### src/rtl/video_axis_pkg.sv
// Shared types for the video AXI-stream crop path: default widths, crop FSM
// states and the beat layout carried through the output slice.
package video_axis_pkg;

  localparam int PIX_W = 24;
  localparam int CRD_W = 16;

  typedef enum logic [1:0] {
    WAIT_SOF = 2'd0,
    ACTIVE   = 2'd1,
    DONE     = 2'd2
  } crop_state_e;

  typedef struct packed {
    logic             user;
    logic             last;
    logic [PIX_W-1:0] data;
  } beat_t;

endpackage

### src/rtl/axis_skid_buf.sv
// Two-entry output register slice; entry 0 drives the master side directly so
// the output holds steady while the consumer stalls.
module axis_skid_buf
  import video_axis_pkg::*;
#(
  parameter int W = PIX_W + 2
) (
  input  logic         vid_clk,
  input  logic         rst_n,
  input  logic [W-1:0] s_data,
  input  logic         s_valid,
  output logic         s_ready,
  output logic [W-1:0] m_data,
  output logic         m_valid,
  input  logic         m_ready,
  output logic [1:0]   level
);

  logic [W-1:0] ent0, ent1;
  logic [1:0]   cnt;
  logic         push, pop;

  assign s_ready = (cnt != 2'd2);
  assign push    = s_valid & s_ready;
  assign pop     = (cnt != 2'd0) & m_ready;
  assign m_valid = (cnt != 2'd0);
  assign m_data  = ent0;
  assign level   = cnt;

  always_ff @(posedge vid_clk) begin
    if (!rst_n) begin
      ent0 <= '0;
      ent1 <= '0;
      cnt  <= 2'd0;
    end else begin
      case ({push, pop})
        2'b10: begin
          if (cnt == 2'd0) ent0 <= s_data;
          else             ent1 <= s_data;
          cnt <= cnt + 2'd1;
        end
        2'b01: begin
          ent0 <= ent1;
          cnt  <= cnt - 2'd1;
        end
        2'b11: begin
          // push needs a free slot, so only the one-entry case occurs here
          if (cnt == 2'd1) ent0 <= s_data;
          else begin
            ent0 <= ent1;
            ent1 <= s_data;
          end
        end
        default: ;
      endcase
    end
  end

endmodule

### src/rtl/video_axis_crop.sv
// Cuts a rectangular window out of an AXI4-Stream video frame (tuser=SOF,
// tlast=EOL) and re-emits it as a well-formed stream through a skid slice.
module video_axis_crop
  import video_axis_pkg::*;
#(
  parameter int DW = PIX_W,
  parameter int CW = CRD_W
) (
  input  logic          vid_clk,
  input  logic          rst_n,
  input  logic [DW-1:0] s_axis_tdata,
  input  logic          s_axis_tuser,
  input  logic          s_axis_tlast,
  input  logic          s_axis_tvalid,
  output logic          s_axis_tready,
  output logic [DW-1:0] m_axis_tdata,
  output logic          m_axis_tuser,
  output logic          m_axis_tlast,
  output logic          m_axis_tvalid,
  input  logic          m_axis_tready,
  input  logic [CW-1:0] crop_x,
  input  logic [CW-1:0] crop_y,
  input  logic [CW-1:0] crop_w,
  input  logic [CW-1:0] crop_h,
  output logic          frame_done,
  output logic          overflow_err,
  output logic          short_line_err,
  input  logic          err_clr
);

  function automatic logic [CW-1:0] sat_inc(input logic [CW-1:0] v);
    return (&v) ? v : v + 1'b1;
  endfunction

  crop_state_e   state;
  logic [CW-1:0] x_q, y_q, sx_q, sy_q, sw_q, sh_q;
  logic          first_pend;

  logic          acc;
  logic [CW-1:0] x_c, y_c, cx, cy, cw, ch;
  logic [CW:0]   x_lim, y_lim, x_nx, y_nx;
  logic          act, win_zero, x_in, y_in, in_win;
  logic          o_last, o_user, o_done, short_hit;

  assign acc = s_axis_tvalid & s_axis_tready;

  // An SOF beat is judged at (0,0) against the crop values it latches.
  assign x_c = s_axis_tuser ? '0 : x_q;
  assign y_c = s_axis_tuser ? '0 : y_q;
  assign cx  = s_axis_tuser ? crop_x : sx_q;
  assign cy  = s_axis_tuser ? crop_y : sy_q;
  assign cw  = s_axis_tuser ? crop_w : sw_q;
  assign ch  = s_axis_tuser ? crop_h : sh_q;

  assign x_lim = {1'b0, cx} + {1'b0, cw};
  assign y_lim = {1'b0, cy} + {1'b0, ch};
  assign x_nx  = {1'b0, x_c} + 1'b1;
  assign y_nx  = {1'b0, y_c} + 1'b1;

  assign act       = s_axis_tuser | (state == ACTIVE);
  assign win_zero  = (cw == '0) | (ch == '0);
  assign x_in      = (x_c >= cx) & ({1'b0, x_c} < x_lim);
  assign y_in      = (y_c >= cy) & ({1'b0, y_c} < y_lim);
  assign in_win    = acc & act & !win_zero & x_in & y_in;
  assign o_last    = in_win & ((x_nx == x_lim) | s_axis_tlast);
  assign o_user    = in_win & (s_axis_tuser | first_pend);
  assign o_done    = o_last & (y_nx == y_lim);
  assign short_hit = in_win & s_axis_tlast & (x_nx != x_lim);

  always_ff @(posedge vid_clk) begin
    if (!rst_n) begin
      state      <= WAIT_SOF;
      x_q        <= '0;
      y_q        <= '0;
      sx_q       <= '0;
      sy_q       <= '0;
      sw_q       <= '0;
      sh_q       <= '0;
      first_pend <= 1'b0;
    end else if (acc) begin
      if (s_axis_tuser) begin
        sx_q <= crop_x;
        sy_q <= crop_y;
        sw_q <= crop_w;
        sh_q <= crop_h;
      end
      if (s_axis_tlast) begin
        x_q <= '0;
        y_q <= sat_inc(y_c);
      end else begin
        x_q <= sat_inc(x_c);
        y_q <= y_c;
      end
      if (s_axis_tuser)  first_pend <= !in_win;
      else if (in_win)   first_pend <= 1'b0;
      if (s_axis_tuser)
        state <= (win_zero || o_done) ? DONE : ACTIVE;
      else if (state == ACTIVE && o_done)
        state <= DONE;
    end
  end

  // Evaluation stage feeding the skid slice.
  beat_t      ev_beat;
  logic       ev_vld, ev_done;
  logic       sk_ready, sk_push, sk_pop, ev_nx;
  logic [1:0] sk_level, lvl_nx;
  logic [2:0] occ_nx;

  assign sk_push = ev_vld & sk_ready;
  assign sk_pop  = m_axis_tvalid & m_axis_tready;
  assign lvl_nx  = sk_level + {1'b0, sk_push} - {1'b0, sk_pop};
  assign ev_nx   = in_win | (ev_vld & !sk_push);
  assign occ_nx  = {1'b0, lvl_nx} + {2'b00, ev_nx};

  always_ff @(posedge vid_clk) begin
    if (!rst_n) begin
      ev_vld  <= 1'b0;
      ev_beat <= '0;
      ev_done <= 1'b0;
    end else if (in_win) begin
      ev_vld       <= 1'b1;
      ev_beat.user <= o_user;
      ev_beat.last <= o_last;
      ev_beat.data <= s_axis_tdata;
      ev_done      <= o_done;
    end else if (sk_push) begin
      ev_vld <= 1'b0;
    end
  end

  // Ready closes when the slice is full, or when two beats are pending and the
  // consumer is stalled; a stalled evaluation beat then never meets a new one.
  always_ff @(posedge vid_clk) begin
    if (!rst_n) begin
      s_axis_tready  <= 1'b1;
      frame_done     <= 1'b0;
      overflow_err   <= 1'b0;
      short_line_err <= 1'b0;
    end else begin
      s_axis_tready  <= !((lvl_nx == 2'd2) || ((occ_nx >= 3'd2) && !m_axis_tready));
      frame_done     <= sk_push & ev_done;
      overflow_err   <= (s_axis_tvalid & !s_axis_tready) | (overflow_err & !err_clr);
      short_line_err <= short_hit | (short_line_err & !err_clr);
    end
  end

  axis_skid_buf #(.W(DW + 2)) u_skid (
    .vid_clk (vid_clk),
    .rst_n   (rst_n),
    .s_data  ({ev_beat.user, ev_beat.last, ev_beat.data}),
    .s_valid (ev_vld),
    .s_ready (sk_ready),
    .m_data  ({m_axis_tuser, m_axis_tlast, m_axis_tdata}),
    .m_valid (m_axis_tvalid),
    .m_ready (m_axis_tready),
    .level   (sk_level)
  );

endmodule

### config.mk
export PLATFORM = sky130hd
export DESIGN_NAME = video_axis_crop
export DESIGN_NICKNAME = d
export VERILOG_FILES = /design/src/rtl/video_axis_pkg.sv /design/src/rtl/axis_skid_buf.sv /design/src/rtl/video_axis_crop.sv
export SDC_FILE = /design/constraint.sdc
export NUM_CORES = 1
export LEC_CHECK = 0
export CORE_ASPECT_RATIO = 0.5
export CORE_MARGIN = 4
export CORE_UTILIZATION = 45
export DETAILED_ROUTE_END_ITERATION = 8
export PLACE_DENSITY_LB_ADDON = 0.15
export SYNTH_ARGS = -nofsm -noshare
export SYNTH_HDL_FRONTEND = slang
export SYNTH_HIERARCHICAL = 1
export SYNTH_SLANG_ARGS = --single-unit
### constraint.sdc
create_clock -name vid_clk -period 8.1 [get_ports vid_clk]
set_input_delay 2.43 -clock vid_clk [delete_from_list [all_inputs] [get_ports vid_clk]]
set_output_delay 2.43 -clock vid_clk [all_outputs]
set_load 0.01 [all_outputs]
; ---- Word level (Yosys, flattened, before mapping)
; Cells that the tools add are included.
[op_classes]
n_addsub = 11
n_mul = 0
div_mod_pow = 0
order_cmp = 5
n_eq_ne = 13
n_shift = 0
muxes = 24
n_bitwise = 26
n_reduce_logical = 27
[ops]
columns = cell, n
row1 = 16-bit two-way mux, 10
row2 = 26-bit two-way mux, 4
row3 = 26-bit case mux with 3 select lines, 1
row4 = 26-bit case mux with 2 select lines, 1
row5 = "16-bit by 1-bit adder with 17-bit output, second input constant", 2
row6 = 16-bit by 16-bit adder with 17-bit output, 2
row7 = 17-bit equality test, 2
row8 = 16-bit by 17-bit < comparator with 1-bit output, 2
row9 = "16-bit by 1-bit adder with 16-bit output, second input constant", 2
row10 = 16-bit >= comparator, 2
row11 = 16-bit zero test, 2
row12 = 16-bit AND reduction, 2
row13 = 1-bit AND, 19
row14 = 17-bit inequality test, 1
row15 = 2-bit nonzero test, 6
row16 = 1-bit zero test, 7
row17 = 1-bit OR, 7
row18 = "2-bit by 1-bit equality test with 1-bit output, second input constant", 3
row19 = "2-bit equality test, second input constant", 3
row20 = 2-bit two-way mux, 3
row21 = "2-bit inequality test, second input constant", 3
row22 = 2-bit AND reduction, 3
row23 = 1-bit two-way mux, 4
row24 = 2-bit case mux with 2 select lines, 1
row25 = 12 further kinds, 14
[totals]
register_bits = 185
latch_bits = 0
ram_bits = 0
rom_bits = 0
out_inout_bits = 31
mem_count = 0

; ---- Longest topological paths before layout
; Gate-level depths: netlist of the first run.
[logic_depth]
ltp_word = 13
mapped_depth = 28
mapped_depth_nobuf = 20

; ---- Hierarchy
; The synthesis of the first run kept the hierarchy.
[modules_own_cells]
columns = module, n_inst, cells_per_inst, area_each_um2
row1 = video_axis_crop, 1, 1287, 10700.3
row2 = axis_skid_buf, 1, 232, 2448.6

; ---- Least setup slack after synthesis of the first run
; Ideal clock, no wire load.
[synth_path]
kind = input-to-reg
startpoint = input s_axis_tuser
endpoint = register state[0]
t_arrival_ns = 7.832
t_required_ns = 7.984
setup_slack_ns = 0.151
cell_stages = 23
n_path_buf = 7
path_cell_list = buf_6 -> buf_6 -> buf_2 -> buf_6 -> buf_2 -> clkbuf_1 -> clkbuf_1 -> mux2_2 -> ha_1 -> fa_1 -> a211oi_1 -> o21ai_0 -> a311o_1 -> and3_1 -> ha_1 -> a211oi_1 -> nor4b_1 -> a21o_1 -> o21a_1 -> nand4_2 -> a2111oi_2 -> nand3_1 -> o211a_1
[synth_lines]
columns = item, line_no
row1 = start: declaration, video_axis_crop.sv:12  ; input logic s_axis_tuser,
row2 = 16-bit two-way mux (*), n/a
row3 = named net cx[0], video_axis_crop.sv:40  ; logic [CW-1:0] x_c, y_c, cx, cy, cw, ch;
row4 = 16-bit by 16-bit adder with 17-bit output, video_axis_crop.sv:55  ; assign x_lim = {1'b0, cx} + {1'b0, cw};
row5 = 16-bit by 17-bit < comparator with 1-bit output, video_axis_crop.sv:62  ; assign x_in = (x_c >= cx) & ({1'b0, x_c} < x_lim);
row6 = 1-bit AND, video_axis_crop.sv:62
row7 = 1-bit AND (2 in series), video_axis_crop.sv:64  ; assign in_win = acc & act & !win_zero & x_in & y_in;
row8 = 1-bit AND (*), video_axis_crop.sv:65  ; assign o_last = in_win & ((x_nx == x_lim) | s_axis_tlast);
row9 = 1-bit AND (*), video_axis_crop.sv:67  ; assign o_done = o_last & (y_nx == y_lim);
row10 = 1-bit logical OR / 1-bit logical AND (equally long branches), "video_axis_crop.sv:97, video_axis_crop.sv:98"
row11 = 2-bit two-way mux / 2-bit nonzero test (equally long branches), n/a
row12 = 2-bit two-way mux / 2-bit AND reduction (equally long branches), n/a
row13 = end signal: assignment, video_axis_crop.sv:97  ; state <= (win_zero || o_done) ? DONE : ACTIVE;
row14 = end: declaration, video_axis_crop.sv:35  ; crop_state_e state;
; Mark *: on every way through the listed nets, which the timed path passes. The rest lies on a longest branch.
; A chain may end at the register's enable or synchronous reset.

; ---- Final worst setup path of the first run
[layout_path]
startpoint = input s_axis_tuser
endpoint = register s_axis_tready
[layout_lines]
columns = item, line_no
row1 = 16-bit two-way mux (*), n/a
row2 = named net cx[0], video_axis_crop.sv:40
row3 = 16-bit by 16-bit adder with 17-bit output, video_axis_crop.sv:55
row4 = 16-bit by 17-bit < comparator with 1-bit output, video_axis_crop.sv:62
row5 = 1-bit AND (*), video_axis_crop.sv:62
row6 = 1-bit AND (*) (2 in series), video_axis_crop.sv:64
row7 = 1-bit OR (*), video_axis_crop.sv:113  ; assign ev_nx = in_win | (ev_vld & !sk_push);
row8 = 2-bit by 1-bit adder with 3-bit output (*), video_axis_crop.sv:114  ; assign occ_nx = {1'b0, lvl_nx} + {2'b00, ev_nx};
row9 = 3-bit by 2-bit >= comparator with 1-bit output (*), video_axis_crop.sv:141  ; s_axis_tready <= !((lvl_nx == 2'd2) || ((occ_nx >= 3'd2) && !m_axis_tready));
row10 = 1-bit logical AND (*), video_axis_crop.sv:141
row11 = 1-bit logical OR (*), video_axis_crop.sv:141
row12 = 1-bit zero test (*), video_axis_crop.sv:141
row13 = end signal: assignment, video_axis_crop.sv:141
row14 = end: declaration, video_axis_crop.sv:15  ; output logic s_axis_tready,
; Marks and branches as above.

==> impl_results.md, run 1 <==
- Setup crit start kind: input pin
- Largest net degree at the start of global routing: 102
- Initial antenna violation count: 0
- Worst slew pin tran: ~1100 ps
- CTS max path bufs: 2
- Area Growth Syn to Fin: 15.1%
- Switching share of power: 0.307
- Router iterations before antenna repair: 5
- Die W: approximately 250 µm
- Mapped Area: 0.0131 mm²
- Internal power: between 0.0015 and 0.002 W
- Reg clk slew, reported paths: around 70 ps
- P_sw: 0.000696 W
- Number of global-route vias before repair: about 11k
- Maximum vdd drop: between 0.15 and 0.2 mV
- Clock power share: 0.369
- CP max FO: 33
- RSZ-0062 raised after global routing: false
- First-pass GRT wire length: roughly 56000 µm
- Tcrit/Tclk final: 0.879
- Most common cell after layout, fill and taps aside: nand2_1
- Reg2Reg Depth: 17
- Htree depth: 4
- Worst stage delay on the critical path: ~450 ps
- Site Rows: 43
- WS Path Type: input pin to flip-flop
- Vias: ~11k
- Initial cell density of the core: 0.466
- Io pins: 126
- Slowest CP cell: fa_1
- Critical Path AT: between 7000 and 8000 ps
- Leak pwr: about 6.6 nW
- DRT iter0 DRCs: about 670
- Total routed wirelength: ~34000 µm
- Total grt overflow: 0
- Synth cell types: 83
- # port buffers: 125
- Min-delay src: sy_q[1]
- Synth Net Count: about 1.7k
- CP cell instances: buf_4 -> mux2_2 -> ha_1 -> fa_1 -> a211oi_1 -> o21ai_0 -> a311o_1 -> and3_1 -> ha_1 -> a211oi_1 -> o21ai_0 -> o221ai_1 -> a21o_1 -> o21a_1 -> nand4_2 -> buf_4 -> a21boi_0 -> o211ai_1
- Die ar.: 0.0322 mm²
- Mapped Cells: approximately 1.5k
- Post-cts sizing count: 0
- Post-Route Setup TNS: 0 ps
- Yosys warns: 6
- DR WL/cell: 17.1 µm
- Worst Path Required: ~8400 ps
- Share of cells above drive strength 1: 0.0874
- Clk sinks: approximately 190
- Die Height: between 100 and 150 µm
- Peak Freq: ~140 MHz
- Root buffer cell: clkbuf_16
- WHS Path Cells: 2
- Commonest cells after routing, fill and taps aside: nand2_1, dfxtp_1, clkdlybuf4s50_1
- Worst Skew: 12.8 ps
- Logic pwr share: 0.217
- GP Congestion: just under 0.9
- Tmin final: slightly above 7000 ps
- FILL cells: roughly 2.7k
- Final Power: between 0.002 and 0.0025 W
- Ys flop type: dfxtp_1
- CTS Buf Count: 17
- Mapped Avg Cell Area: 8.66 µm²
- FFs w/ async S/R, synth: 0
- Max-cap viol count: 0
- Post-synth EDFFs: 0
- Number of synthesized register bits: roughly 190
- Seq/Total Area, Yosys: 0.282
- Diodes inserted: 0
- Flop-to-flop setup slack: 3180 ps
- Vias per cell: ~5.6
- Nets: 1792
- Crit end category: flip-flop
- P per Cell Area: 150 mW/mm²
- Hold Path End: sy_q[1]
- Reg-to-Reg End: s_axis_tready
- CTS tree: done
- Clk_lat worst skew: ~450 ps
- Reg power frac: 0.414
- Setup Buffers After CTS: 0
- Rel. slew slack: 0.233
- RR Startpoint: sx_q[0]
- Outcome: complete, no violations
- Final setup vio count: 0
- Total Routing Usage GR: 0.209
- Worst Hold Class: flip-flop to flip-flop
- DRC Markers: 0
- Max Slew Vio Count: 0
- Post-DP HPWL: roughly 25000 µm
- Final hold vios: 0
- ANT nets after route: 0
- Core Region: 0.0282 mm²
- Hold-fix buffers at CTS: 0
## worst max-delay path: cells and delay by family
family                     cells  cell delay (ps)
adders and majority gates      3             1000
AOI/OAI and AO/OA             10             2450
buffers and inverters          2              710
and+or+nand+nor                2              330
muxes                          1              420
## Yosys cell counts, types with 16 or more instances
cell | instances | share of area
dfxtp_1 | 185 | 0.28
a21oi_1 | 61 | 0.023
o21ai_0 | 77 | 0.029
and2_1 | 16 | 0.0076
clkbuf_1 | 51 | 0.015
nand2_1 | 192 | 0.055
a211oi_1 | 19 | 0.011
xnor2_1 | 41 | 0.027
mux2_2 | 35 | 0.030
nand4_1 | 16 | 0.0076
a21boi_0 | 71 | 0.041
ha_1 | 107 | 0.10
a21o_1 | 27 | 0.015
xor2_1 | 31 | 0.021
nor2_1 | 62 | 0.018
nor3_1 | 21 | 0.0080
a221oi_2 | 22 | 0.025
nor2b_1 | 102 | 0.049
inv_1 | 58 | 0.017
a22oi_1 | 16 | 0.0091
mux2i_1 | 81 | 0.062
nand3_1 | 22 | 0.0084
## worst max path at each step
stage / start / slack, ps / endpoint / depth (start not counted)
final: s_axis_tuser / 980 / s_axis_tready / 18
after global routing: s_axis_tuser / 560 / state[1] / 18
after CTS: s_axis_tuser / 970 / s_axis_tready / 18
after detailed placement: s_axis_tuser / 510 / s_axis_tready / 18
after global placement: s_axis_tuser / 710 / short_line_err / 17
after floorplan: s_axis_tuser / 150 / state[0] / 23
## logic make-up (layout without fill, tap and decap cells)
kind of cell,Yosys count,after routing,share of synthesized area
AO/OA/AOI/OAI,378,378,0.211
XOR/XNOR,80,80,0.0613
adder cells (fa/ha/maj),109,109,0.105
buffers and inverters,146,228,0.0518
flip-flops,185,185,0.282
multiplexers,116,116,0.0916
AND/OR/NAND/NOR,505,505,0.198
## final cells by class
cell class,count,area (µm²),area share
clock inverters,14,153,0.0101
flip-flops and latches,185,3700,0.245
multi-input cells,1188,8790,0.581
well taps,382,478,0.0316
clock buffers,18,439,0.0290
repair buffers,138,1340,0.0888
inverters,58,218,0.0144
## power by group through the flow
stage               clock [W]  combinational (W)  sequential [W]
CTS                  0.000861           0.000493        0.000938
global route         0.000901           0.000548        0.000940
global placement            0           0.000479        0.000959
detailed placement          0           0.000489        0.000959
finish               0.000837           0.000492        0.000938
floorplan                   0           0.000349        0.000956
## layer usage
| metal | global-route usage | part of all wire | routed length, µm | vias up |
|---|---|---|---|---|
| met5 | 0 | 0 | 0 | - |
| met4 | 0.0501 | 0.013 | 437 | 0 |
| met3 | 0.0343 | 0.034 | 1160 | 28 |
| met2 | 0.366 | 0.48 | 16400 | 185 |
| met1 | 0.272 | 0.47 | 15900 | 5288 |
| li1 | - | - | - | 5553 |
## flip-flops by register name, indices dropped and copies added, names as in the netlist
signal and cells:
overflow_err 1, x_q 16, u_skid/level 2, ev_beat 26, short_line_err 1, frame_done 1, sy_q 16, y_q 16
sw_q 16, s_axis_tready 1, ev_vld 1, ev_done 1, state 2, sh_q 16, u_skid/ent1 26, sx_q 16
first_pend 1, u_skid/m_data 26
## metrics by stage
stage                     cells  cell area (µm²)  hold slack [ps]  utilization  worst slack, ps
after global placement     1951            14500              451        0.515              712
after detailed placement   1951            14500              459        0.515              512
final                      1983            15100              464        0.536              979
after CTS                  1983            15100              470        0.536              966
after global routing       1983            15100              486        0.536              557
after floorplan            1519            13100              434            -              151
Note: power is estimated with default switching activity, not from simulation.
==> inputs of run 2 (changes only) <==
--- a/config.mk
+++ b/config.mk
@@ -8,6 +8,7 @@
 export CORE_ASPECT_RATIO = 0.5
 export CORE_MARGIN = 4
 export CORE_UTILIZATION = 45
+export CTS_CLUSTER_DIAMETER = 150
 export DETAILED_ROUTE_END_ITERATION = 8
 export PLACE_DENSITY_LB_ADDON = 0.15
 export SYNTH_ARGS = -nofsm -noshare
==> results of run 2 <==
The final DEF is identical to that of run 1; final timing and power are the same.
==> inputs of run 3 (changes only) <==
--- a/config.mk
+++ b/config.mk
@@ -7,7 +7,7 @@
 export LEC_CHECK = 0
 export CORE_ASPECT_RATIO = 0.5
 export CORE_MARGIN = 4
-export CORE_UTILIZATION = 45
+export CORE_UTILIZATION = 53
 export CTS_CLUSTER_DIAMETER = 150
 export DETAILED_ROUTE_END_ITERATION = 8
 export PLACE_DENSITY_LB_ADDON = 0.15
==> impl_results.md, run 3 (synthesized netlist as in run 1, its figures left out) <==
- Setup crit start kind: input pin
- Switching share of power: 0.297 (-0.00954)
- Router iterations before antenna repair: 5 (unchanged)
- Post-Route Setup TNS: 0 ps (unchanged)
- Site Rows: 40 (-7.0%)
- Io pins: 126 (unchanged)
- Reg2Reg Depth: 16 (-1)
- Root buffer cell: clkbuf_16
- Nets: 1793 (+0.056%)
- Non-Filler Instances: 1937 (-2.3%)
- Internal power: 0.00162 W (+3.0%)
- Top routing layer in use: met4
- Logic pwr share: 0.215 (-0.002)
- Initial antenna violation count: 0 (unchanged)
- Final hold vios: 0 (unchanged)
- P_sw: 0.000685 W (-1.6%)
- Tcrit/Tclk final: 0.880 (+0.000882)
- Flop-to-flop setup slack: 3250 ps (+70 ps)
- Diodes inserted: 0 (unchanged)
- Die W: 231 µm (-7.6%)
- Share of cells above drive strength 1: 0.0874 (unchanged)
- Final setup vio count: 0 (unchanged)
- CP max FO: 35 (+6.1%)
- RR Startpoint: sw_q[0]
- Total routed wirelength: 34000 µm (+0.38%)
- WS Path Type: input pin to flip-flop
- Total Routing Usage GR: 0.247 (+0.0380)
- Critical Path AT: 7510 ps (+110 ps)
- Hold-fix buffers at CTS: 0 (unchanged)
- Worst Path Required: 8480 ps (+100 ps)
- Vias: 11.2k (+1.0%)
- Hold Slack: 461 ps (-3.37 ps)
- Commonest cells after routing, fill and taps aside: nand2_1, dfxtp_1, clkdlybuf4s50_1
- Tmin final: 7130 ps (+7.14 ps)
- Core Region: 0.0242 mm² (-14%)
- Inst Count DP: 1906 (-2.3%)
- Initial cell density of the core: 0.544 (+0.0784)
- Clk sinks: 185 (unchanged)
- Leak pwr: 6.62 nW (+0.20%)
- Die ar.: 0.0275 mm² (-14%)
- Reg power frac: 0.408 (-0.006)
- Rel. slew slack: 0.229 (-0.00367)
- GP Congestion: 0.928 (+4.0%)
- Final Power: 0.00230 W (+1.6%)
- P per Cell Area: 153 mW/mm² (+1.8%)
- Die Height: 119 µm (-7.4%)
- DRT iter0 DRCs: 873 (+31%)
- DRC Markers: 0 (unchanged)
- Post-DP HPWL: 25000 µm (+0.22%)
- # port buffers: 125 (unchanged)
- CTS max path bufs: 2 (unchanged)
- Reg-to-Reg End: s_axis_tready
- Max Slew Vio Count: 0 (unchanged)
- Worst Skew: 13.8 ps (+1.00 ps)
- Post-cts sizing count: 0 (unchanged)
- Vias per cell: 5.77 (+3.4%)
- Peak Freq: 140 MHz (about the same)
- Most common cell after layout, fill and taps aside: nand2_1
- DR WL met2: 16400 µm (+0.43%)
- Total grt overflow: 0 (unchanged)
- Htree depth: 4 (unchanged)
- Critical path endpoint: s_axis_tready
- First-pass GRT wire length: 55800 µm (+0.38%)
- Clock power share: 0.378 (+0.009)
- Crit path from: s_axis_tuser
- Clk_lat worst skew: 460 ps (about the same)
- Worst Hold Class: flip-flop to flip-flop
- ANT nets after route: 0 (unchanged)
- Worst slew pin tran: 1150 ps (+5.49 ps)
- Number of global-route vias before repair: 11.0k (+0.60%)
- Area Growth Syn to Fin: 14.8%
- Met3 wire len: 1280 µm (+10%)
- Reg clk slew, reported paths: 80 ps (about the same)
- Outcome: complete, no violations
- Max-cap viol count: 0 (unchanged)
- Largest net degree at the start of global routing: 97 (-4.9%)
- RSZ-0062 raised after global routing: false
- CTS tree: done
- Maximum vdd drop: 0.131 mV (-14%)
- Metal-1 WL: 15700 µm (-1.6%)
- Crit end category: flip-flop
- CTS Buf Count: 17 (unchanged)
- DR WL/cell: 17.5 µm (+2.8%)
- Setup Buffers After CTS: 0 (unchanged)
==> run 3: cell count changes in the layout (fill, tap and decap cells not counted), sizes merged <==
| cell | delta |
|---|---|
| bufinv | +2 |
| clkinv | -2 |
| buf | +1 |
| clkbuf | -1 |
==> run 3: worst min-delay path by stage <==
stage	start	endpoint	depth (start not counted)
final	sx_q[0]	sx_q[0]	2
after global routing	sy_q[1]	sy_q[1]	2
after CTS	sx_q[0]	sx_q[0]	2
after detailed placement	sx_q[0]	sx_q[0]	2
after global placement	sw_q[11]	sw_q[11]	2
after floorplan	ev_done	ev_done	2
==> run 3: power groups by stage <==
| stage | registers (W) | logic, W | clock network (W) |
|---|---|---|---|
| 3_3_place_gp | 0.000959 | 0.000479 | 0 |
| 3_5_place_dp | 0.000960 | 0.000488 | 0 |
| 5_1_grt | 0.000941 | 0.000548 | 0.000926 |
| 4_1_cts | 0.000938 | 0.000492 | 0.000890 |
| 2_1_floorplan | 0.000956 | 0.000349 | 0 |
| 6_report | 0.000939 | 0.000494 | 0.000870 |
==> run 3: area by class of cell <==
type                       instances  area (µm²)
sequential                       185        3700
clock inverter                    14         181
inverter                          58         218
timing repair buffer             139        1350
fill                            2097        9080
clock buffer                      17         425
tap                              336         420
multi-input combinational       1188        8790
==> run 3: metal layers <==
metal,vias to the layer above,global-route usage
met5,-,0
met4,0,0.0672
met3,56,0.0471
met2,218,0.431
met1,5340,0.313
li1,5554,-
==> run 3: through the flow <==
| stage | worst slack (ps) | util | instance area (µm²) |
|---|---|---|---|
| 2_1_floorplan | 151 | - | 13100 |
| 5_1_grt | 628 | 0.624 | 15100 |
| 6_report | 972 | 0.624 | 15100 |
| 3_3_place_gp | 622 | 0.599 | 14500 |
| 4_1_cts | 1060 | 0.624 | 15100 |
| 3_5_place_dp | 585 | 0.599 | 14500 |
==> run 3: critical path, stage by stage <==
cell	delay, ps
buf_4	400
buf_4	480
mux2_2	430
ha_1	420
o211ai_1	180
o211ai_1	330
nand2_1	130
o21bai_1	310
xnor2_1	120
ha_1	310
nand2_1	80
o21ai_0	260
o221ai_1	170
a21o_1	190
o21a_1	190
nand4_2	110
buf_4	480
a21boi_0	180
o211ai_1	230
